$ cat src/rtl/akuma_pkg.sv
// Shared definitions for the Akuma per-frame sprite controllers.
//   death_state_t : KO/death animation sequencer states
//   screen/sprite geometry and the derived rightmost legal sprite X
//   kb_step_x     : one clamped knockback step of the sprite X
package akuma_pkg;

  localparam int unsigned SCREEN_W      = 640;
  localparam int unsigned AKUMA_DEATH_W = 236;
  localparam int unsigned AKUMA_DEATH_H = 92;
  localparam int unsigned X_MAX         = SCREEN_W - AKUMA_DEATH_W;

  localparam int unsigned X_W    = 10;
  localparam int unsigned FCNT_W = 6;

  typedef enum logic [2:0] {
    ST_ALIVE,
    ST_KNOCKBACK,
    ST_FALL,
    ST_BLINK,
    ST_DONE
  } death_state_t;

  // One knockback step; arithmetic is one bit wider so +X cannot wrap.
  function automatic logic [X_W-1:0] kb_step_x(
    input logic [X_W-1:0] x,
    input logic           right,
    input int unsigned    step,
    input int unsigned    xmax
  );
    logic [X_W:0] x_ext;
    logic [X_W:0] step_ext;
    logic [X_W:0] sum;
    x_ext    = {1'b0, x};
    step_ext = (X_W+1)'(step);
    sum      = x_ext + step_ext;
    if (right) begin
      if (sum > (X_W+1)'(xmax)) kb_step_x = X_W'(xmax);
      else                      kb_step_x = sum[X_W-1:0];
    end else begin
      if (x_ext < step_ext) kb_step_x = '0;
      else                  kb_step_x = X_W'(x_ext - step_ext);
    end
  endfunction

endpackage

$ cat src/rtl/frame_tick_gen.sv
// Converts the asynchronous vsync-rate frame_clk into a one-Clk tick pulse.
//   Clk       : system clock
//   Reset     : synchronous, active-high; clears all flops (no tick after reset)
//   frame_clk : frame strobe, level-sampled
//   tick      : registered 1-cycle pulse per frame_clk rising edge
module frame_tick_gen (
  input  logic Clk,
  input  logic Reset,
  input  logic frame_clk,
  output logic tick
);

  logic sync1;
  logic sync2;
  logic prev;

  // Two-flop synchroniser, edge flop, registered rising-edge pulse.
  always_ff @(posedge Clk) begin
    if (Reset) begin
      sync1 <= 1'b0;
      sync2 <= 1'b0;
      prev  <= 1'b0;
      tick  <= 1'b0;
    end else begin
      sync1 <= frame_clk;
      sync2 <= sync1;
      prev  <= sync2;
      tick  <= sync2 & ~prev;
    end
  end

endmodule

$ cat src/rtl/akuma_death_ctrl.sv
// Akuma KO/death animation sequencer, stepped once per video frame.
//   Clk, Reset     : clock, synchronous active-high reset
//   frame_clk      : vsync-rate strobe (synchronised internally)
//   live_x         : gameplay X, tracked while alive
//   ko             : health-zero level; starts the animation from ALIVE
//   knock_right    : knockback direction (1 = +X), latched on KO
//   restart        : pulse, returns to ALIVE from any state
//   AkumaX         : X for the sprite renderers
//   death_active   : select the death sprite layer
//   sprite_visible : Akuma layer gate (blinks during BLINK)
//   ko_done        : animation complete, held until restart
module akuma_death_ctrl
  import akuma_pkg::*;
#(
  parameter int unsigned KB_FRAMES    = 16,
  parameter int unsigned KB_STEP      = 4,
  parameter int unsigned FALL_FRAMES  = 8,
  parameter int unsigned BLINK_FRAMES = 32,
  parameter int unsigned BLINK_HALF   = 4,
  parameter int unsigned X_MAX        = akuma_pkg::X_MAX
) (
  input  logic           Clk,
  input  logic           Reset,
  input  logic           frame_clk,
  input  logic [X_W-1:0] live_x,
  input  logic           ko,
  input  logic           knock_right,
  input  logic           restart,
  output logic [X_W-1:0] AkumaX,
  output logic           death_active,
  output logic           sprite_visible,
  output logic           ko_done
);

  localparam int unsigned BLINK_BIT = $clog2(BLINK_HALF);

  death_state_t      state;
  death_state_t      state_n;
  logic [FCNT_W-1:0] fcnt;
  logic [FCNT_W-1:0] fcnt_n;
  logic [X_W-1:0]    x_n;
  logic              dir;
  logic              dir_n;
  logic              death_active_n;
  logic              sprite_visible_n;
  logic              ko_done_n;
  logic              tick;

  frame_tick_gen u_tick (
    .Clk       (Clk),
    .Reset     (Reset),
    .frame_clk (frame_clk),
    .tick      (tick)
  );

  // Sequencer state, frame counter, X and all outputs.
  always_ff @(posedge Clk) begin
    if (Reset) begin
      state          <= ST_ALIVE;
      fcnt           <= '0;
      dir            <= 1'b0;
      AkumaX         <= '0;
      death_active   <= 1'b0;
      sprite_visible <= 1'b1;
      ko_done        <= 1'b0;
    end else begin
      state          <= state_n;
      fcnt           <= fcnt_n;
      dir            <= dir_n;
      AkumaX         <= x_n;
      death_active   <= death_active_n;
      sprite_visible <= sprite_visible_n;
      ko_done        <= ko_done_n;
    end
  end

  // Next state, counter, X and outputs; restart overrides everything.
  always_comb begin
    state_n = state;
    fcnt_n  = fcnt;
    dir_n   = dir;
    x_n     = AkumaX;

    case (state)
      ST_ALIVE: begin
        x_n = live_x;
        if (ko) begin
          state_n = ST_KNOCKBACK;
          fcnt_n  = '0;
          dir_n   = knock_right;
        end
      end
      ST_KNOCKBACK: begin
        if (tick) begin
          x_n = kb_step_x(AkumaX, dir, KB_STEP, X_MAX);
          if (fcnt == FCNT_W'(KB_FRAMES - 1)) begin
            state_n = ST_FALL;
            fcnt_n  = '0;
          end else begin
            fcnt_n = fcnt + FCNT_W'(1);
          end
        end
      end
      ST_FALL: begin
        if (tick) begin
          if (fcnt == FCNT_W'(FALL_FRAMES - 1)) begin
            state_n = ST_BLINK;
            fcnt_n  = '0;
          end else begin
            fcnt_n = fcnt + FCNT_W'(1);
          end
        end
      end
      ST_BLINK: begin
        if (tick) begin
          if (fcnt == FCNT_W'(BLINK_FRAMES - 1)) begin
            state_n = ST_DONE;
            fcnt_n  = '0;
          end else begin
            fcnt_n = fcnt + FCNT_W'(1);
          end
        end
      end
      ST_DONE: begin
        state_n = ST_DONE;
      end
      default: begin
        state_n = ST_ALIVE;
        fcnt_n  = '0;
      end
    endcase

    // X is held on the restart edge; tracking resumes from the next cycle.
    if (restart) begin
      state_n = ST_ALIVE;
      fcnt_n  = '0;
      x_n     = AkumaX;
    end

    death_active_n   = (state_n != ST_ALIVE);
    ko_done_n        = (state_n == ST_DONE);
    sprite_visible_n = (state_n == ST_BLINK) ? ~fcnt_n[BLINK_BIT] : 1'b1;
  end

endmodule
$ cat config.mk
export PLATFORM = sky130hd
export DESIGN_NAME = akuma_death_ctrl
export DESIGN_NICKNAME = d
export VERILOG_FILES = /design/src/rtl/akuma_pkg.sv /design/src/rtl/frame_tick_gen.sv /design/src/rtl/akuma_death_ctrl.sv
export SDC_FILE = /design/constraint.sdc
export NUM_CORES = 1
export LEC_CHECK = 0
export BUFFER_PORTS_ARGS = -buffer_cell sky130_fd_sc_hd__buf_4
export CAP_MARGIN = 20
export CORE_MARGIN = 1.5
export CORE_UTILIZATION = 30
export CTS_BUF_LIST = sky130_fd_sc_hd__clkbuf_16
export CTS_CLUSTER_DIAMETER = 50
export DETAILED_ROUTE_END_ITERATION = 6
export GPL_ROUTABILITY_DRIVEN = 1
export PLACE_DENSITY = 0.45
export SKIP_CTS_REPAIR_TIMING = 1
export SLEW_MARGIN = 20
export SYNTH_ARGS = -nofsm -noshare
export SYNTH_HDL_FRONTEND = slang
export SYNTH_HIERARCHICAL = 1
export SYNTH_SLANG_ARGS = --single-unit
$ cat constraint.sdc
create_clock -name Clk -period 2.7 [get_ports Clk]
set_clock_uncertainty 0.15 [all_clocks]
set_input_delay 0.135 -clock Clk [delete_from_list [all_inputs] [get_ports Clk]]
set_output_delay 0.135 -clock Clk [all_outputs]
set_load 0.01 [all_outputs]
==> results of run 1 <==
## path summary, 6_finish.rpt
kind	startpoint	to	slack, ns	depth (start not counted)
max	AkumaX[2]	AkumaX[2]	0.24	6
min	Reset	u_tick/tick	0.03	2
max reg2reg	AkumaX[2]	AkumaX[2]	0.24	6
min reg2reg	u_tick/prev	u_tick/tick	0.25	1
## stage by stage
| step | power (mW) | instances | setup WS [ns] | hold WS (ns) |
|---|---|---|---|---|
| CTS | 1.04 | 332 | 0.229 | -0.0862 |
| floorplan | 0.600 | 231 | 0.338 | 0.0557 |
| global route | 1.10 | 337 | 0.0295 | 0.0388 |
| detailed placement | 0.697 | 328 | 0.248 | 0.193 |
| finish | 1.04 | 337 | 0.239 | 0.0327 |
| global placement | 0.701 | 328 | 0.258 | 0.193 |
## cells by family (layout without fill, tap and decap cells)
logic type / Yosys count / after routing / synth area share, %
xor+xnor: 9 / 9 / 4.38
mux: 3 / 3 / 1.74
flops: 27 / 27 / 30.1
simple gates: 102 / 102 / 28.9
buf+inv: 22 / 53 / 5.43
fa+ha+maj: 4 / 4 / 2.78
compound gates: 64 / 64 / 26.7
## cells in the final DEF, fill, tap and decap left out, drive strengths merged, types with 4 or more instances in the layout
cell,instances
nor3,11
dfxtp,27
nor2,29
ha,4
a311oi,5
o211ai,4
nand2,18
buf,38
a221oi,5
dlygate4sd3,5
nand3,10
nor2b,8
a21oi,15
xnor2,7
nor4,6
o21ai,10
inv,6
## per-layer routing
layer  global-route usage [%]  vias up  part of all wire (%)
met5                        0        -                     0
met4                     2.07        0                  0.81
met3                     4.20        4                   7.0
met2                     25.9       51                    43
met1                     24.0      846                    49
li1                         -      920                     -
## cell usage after synthesis (2+ instances only)
| cell | instances | area (sq um) |
|---|---|---|
| nor2_1 | 29 | 109 |
| dfxtp_1 | 27 | 541 |
| nand2_1 | 18 | 67.6 |
| a21oi_1 | 14 | 70.1 |
| nor3_1 | 11 | 55.1 |
| clkbuf_1 | 10 | 37.5 |
| o21ai_0 | 10 | 50.1 |
| nand3_1 | 9 | 45.0 |
| nor2b_1 | 8 | 50.1 |
| xnor2_1 | 7 | 61.3 |
| inv_1 | 6 | 22.5 |
| nor4_1 | 6 | 37.5 |
| a221oi_1 | 4 | 35.0 |
| ha_1 | 4 | 50.1 |
| o211ai_1 | 4 | 30.0 |
| a211oi_1 | 3 | 22.5 |
| a311oi_1 | 3 | 26.3 |
| and2_1 | 3 | 18.8 |
| buf_2 | 3 | 15.0 |
| buf_4 | 3 | 22.5 |
| o21a_1 | 3 | 22.5 |
| a211o_1 | 2 | 17.5 |
| a22oi_1 | 2 | 15.0 |
| a311oi_2 | 2 | 30.0 |
| a32o_1 | 2 | 20.0 |
| mux2i_1 | 2 | 20.0 |
| nand2b_1 | 2 | 12.5 |
| nand4_1 | 2 | 12.5 |
| nand4b_1 | 2 | 17.5 |
| or2_2 | 2 | 12.5 |
| or3_1 | 2 | 12.5 |
| xor2_1 | 2 | 17.5 |
## cell type report
class                      instances  area share, %
timing repair buffer              43           15.0
inverter                           6           1.01
clock inverter                     1          0.224
sequential                        27           24.2
clock buffer                       3           3.36
tap                               75           4.20
multi-input combinational        182           52.0
## sequential cells by signal, indices dropped and copies added (netlist names)
| signal | count |
|---|---|
| state | 3 |
| ko_done | 1 |
| u_tick/sync2 | 1 |
| fcnt | 6 |
| dir | 1 |
| u_tick/tick | 1 |
| sprite_visible | 1 |
| u_tick/sync1 | 1 |
| u_tick/prev | 1 |
| AkumaX | 10 |
| death_active | 1 |
## power groups by stage
stage / clock, mW / sequential, mW / combinational [mW]
floorplan: 0 / 0.443 / 0.157
global placement: 0 / 0.452 / 0.248
detailed placement: 0 / 0.452 / 0.244
CTS: 0.356 / 0.443 / 0.246
global route: 0.374 / 0.446 / 0.276
finish: 0.346 / 0.442 / 0.251
==> metrics, run 1 <==
fill cell count 630; die area 6470 sq um; wire length per cell 15.4 microns; CP bufs+invs 0; area of placed instances 2100 sq um; root buf cell clkbuf_16; Worst path max stage delay 0.49 ns; CP Data Required Time 2.72 ns; Switch Pwr 310 uW; hpwl dp 3840 microns; fin util 38.2%; Area growth, synth to finish 24.1%; period utilisation layout 91.2%; critical path startpoint category flip-flop; first-pass GRT wire length 8390 microns; clock power share 33.3%; critical path, cell by cell ha_1, nand3_2, or3_1, a311oi_2, a21oi_2, a221oi_1; Bufs on Longest Clock Path 2; vias per cell 5.40; largest net degree at the start of global routing 17; slowest stage cell, crit path a311oi_2; DR iter-0 viols 148; Final min period 2.46 ns; register share of total power 42.5%; crit path DAT 2.48 ns; Ports 29; Main synth FF type dfxtp_1; H-tree depth 1; proportion of layout cells with a drive suffix above 1 19.8%; Seq/Total Area, Yosys 30.1%; via count 1,821; RSZ-0062 raised after global routing false; Pre-antenna DRT Iters 4; unique cell type count in the Yosys netlist 56; post-synthesis register bit count 27; Peak VDD IR 0.000329 V; Slew HR 61.7%; Final nets 283; # DRC 0; clk slew on worst S/H paths 0.07 ns; Mean Syn Cell Area 7.78 sq um; status complete, no violations; FF/Latch Area 541 sq um; final antenna diode count 0; row count 28; vias in the first global route 1,690; final setup fails 0; post-synthesis async set-or-reset flop share 0%; critical-path maximum fanout 7; GP Congestion 0.850; Detailed Route WL 5180 microns; Lkg Pwr 0.815 nW; GRT Util Overall 16.8%; CTS Sinks 27; total grt overflow 0; Syn Inst Count 231; Syn Nets 251; max-cap violation count 0; setup TNS 0 ns; Initial Util 30.7%; worst skew pair latency 0.26 ns; warnings from Yosys 6; family with the most delay on the worst path compound AO/OA/AOI/OAI gates; WS Path Type flip-flop to flip-flop; Die X 80.4 microns; CTS buffer count 3; multi-input logic area 1160 sq um; Routed Antenna Nets 0; Slew @ Worst Pin 0.572 ns; min-delay worst type input pin to flip-flop; total core area 5850 sq um; Power Dens Cells 466 nW/um^2; post-route cell area 2230 sq um; initial antenna violation count 0; Die Y 80.4 microns; CTS tree done; synthesized area 1800 sq um; Combinational Power Share 24.2%; fin. max-slew vios 0; Max Fclk 406 MHz; EDFF count, synth 0; Net Sw Frac 29.8%; Internal Power 730 uW; Worst setup EP type flip-flop; I/O Buffers 28; Final Hold Viols 0
(Power assumes the default switching activity.)
==> run 2: changes to the inputs <==
CORE_UTILIZATION = 35   (was 30)
PLACE_DENSITY = 0.51   (was 0.45)
==> run 2 against run 1 <==
Against the previous run: final cell count fell by 3.0%; clock-buffer cell count did not move; combinational power fell by 4%; first-iteration DRC count rose by 8.1%; sequential cell count did not move; register-to-register slack got worse by 0.05 ns; critical path depth did not move; routed wire length fell by 6.2%; non-clock buffer count fell by 2; worst setup slack got worse by 0.051 ns; maximum frequency fell by 2.0%.
==> metrics, run 2 (same netlist as run 1, synthesis figures left out) <==
Final Hold Viols 0; top flop regs AkumaX x10, fcnt x6, state x3; GP Congestion 0.915; DR iter-0 viols 160; max-cap violation count 0; multi-input logic area 1170 sq um; Max Fclk 398 MHz; Routed Antenna Nets 0; Die Y 74.7 microns; final antenna diode count 0; fill cell count 480; root buf cell clkbuf_16; Final min period 2.51 ns; fin. max-slew vios 0; period utilisation layout 93.0%; initial antenna violation count 0; Die X 74.7 microns; leading cell types in the layout, fill and taps excluded buf_4 (36), nor2_1 (29), dfxtp_1 (27), nand2_1 (18), a21oi_1 (14); critical path, cell by cell ha_2, nand3_2, or3_1, a311oi_4, a21oi_2, a221oi_1; final setup fails 0; Slew HR 57.3%; die area 5580 sq um; I/O Buffers 28; WS Path Type flip-flop to flip-flop; Biggest register AkumaX; Ports 29; proportion of layout cells with a drive suffix above 1 19.6%; Hold WS 0.0266 ns; final worst setup slack 0.188 ns; critical-path maximum fanout 8; vias in the first global route 1,576; min-delay worst type input pin to flip-flop; GRT Util Overall 18.2%; Combinational Power Share 23.5%; hpwl dp 3650 microns; worst skew pair latency 0.26 ns; most common cell after layout, fill and taps aside buf_4; Worst path max stage delay 0.47 ns; Internal Power 726 uW; Power Dens Cells 462 nW/um^2; total core area 4850 sq um; CTS Sinks 27; via count 1,845; clock power share 33.3%; status complete, no violations; critical path startpoint category flip-flop; clk slew on worst S/H paths 0.07 ns; RSZ-0062 raised after global routing false; Area growth, synth to finish 23.7%; row count 25; wire length per cell 14.9 microns; max FFs per register 10; Worst setup EP type flip-flop; largest net degree at the start of global routing 17; Detailed Route WL 4860 microns; Lkg Pwr 0.799 nW; Place WS 0.0865 ns; slowest stage cell, crit path a311oi_4; Bufs on Longest Clock Path 2; Peak VDD IR 0.000456 V; Final nets 281; CTS tree done; CTS buffer count 3; CP Data Required Time 2.71 ns; Initial Util 37.1%; setup TNS 0 ns; first-pass GRT wire length 7880 microns; Slew @ Worst Pin 0.636 ns; Net Sw Frac 29.3%; # DRC 0; H-tree depth 1; Switch Pwr 301 uW; Pre-antenna DRT Iters 4; vias per cell 5.64; register share of total power 43.2%; FF/Latch Area 541 sq um; total grt overflow 0; crit path DAT 2.53 ns
run 2: final timing paths:
kind / startpoint / endpoint / slack [ns] / cells past startpoint
setup / recovery: AkumaX[3] / AkumaX[7] / 0.19 / 6
hold / removal: Reset / u_tick/tick / 0.03 / 2
setup reg to reg: AkumaX[3] / AkumaX[7] / 0.19 / 6
hold reg to reg: u_tick/prev / u_tick/tick / 0.26 / 1
run 2: metal layers:
layer | wire length [microns] | vias up | track usage (%)
li1 | - | 917 | -
met1 | 2370 | 848 | 28.5
met2 | 2040 | 78 | 26.8
met3 | 437 | 2 | 3.21
met4 | 19 | 0 | 2.02
met5 | 0 | - | 0
run 2: final cells by class:
cell class	count	share of cell area, %
Timing Repair Buffer	41	14.4
Inverter	6	1.01
Clock inverter	1	0.338
Sequential cell	27	24.3
Clock buffer	3	3.38
Multi-Input combinational cell	182	52.8
Tap cell	67	3.77
run 2: stage by stage:
stage          instances  util, %  total power [mW]  cell area, sq um
6_report             327     45.9              1.03              2220
5_1_grt              327     45.9              1.08              2220
3_3_place_gp         318     42.8             0.691              2080
2_1_floorplan        231        -             0.600              1800
3_5_place_dp         318     42.8             0.684              2080
4_1_cts              322     44.5              1.03              2160
run 2: worst max-delay path, delay by kind of cell (launching register included):
| kind | cells | cell delay, ns |
|---|---|---|
| flops | 1 | 0.45 |
| fa+ha+maj | 1 | 0.31 |
| compound gates | 3 | 0.91 |
| simple gates | 2 | 0.60 |
run 2: power by group through the flow:
stage / logic (mW) / registers [mW] / clock network, mW
3_3_place_gp: 0.237 / 0.454 / 0
2_1_floorplan: 0.157 / 0.443 / 0
6_report: 0.241 / 0.444 / 0.342
4_1_cts: 0.234 / 0.443 / 0.355
3_5_place_dp: 0.232 / 0.452 / 0
5_1_grt: 0.266 / 0.447 / 0.369
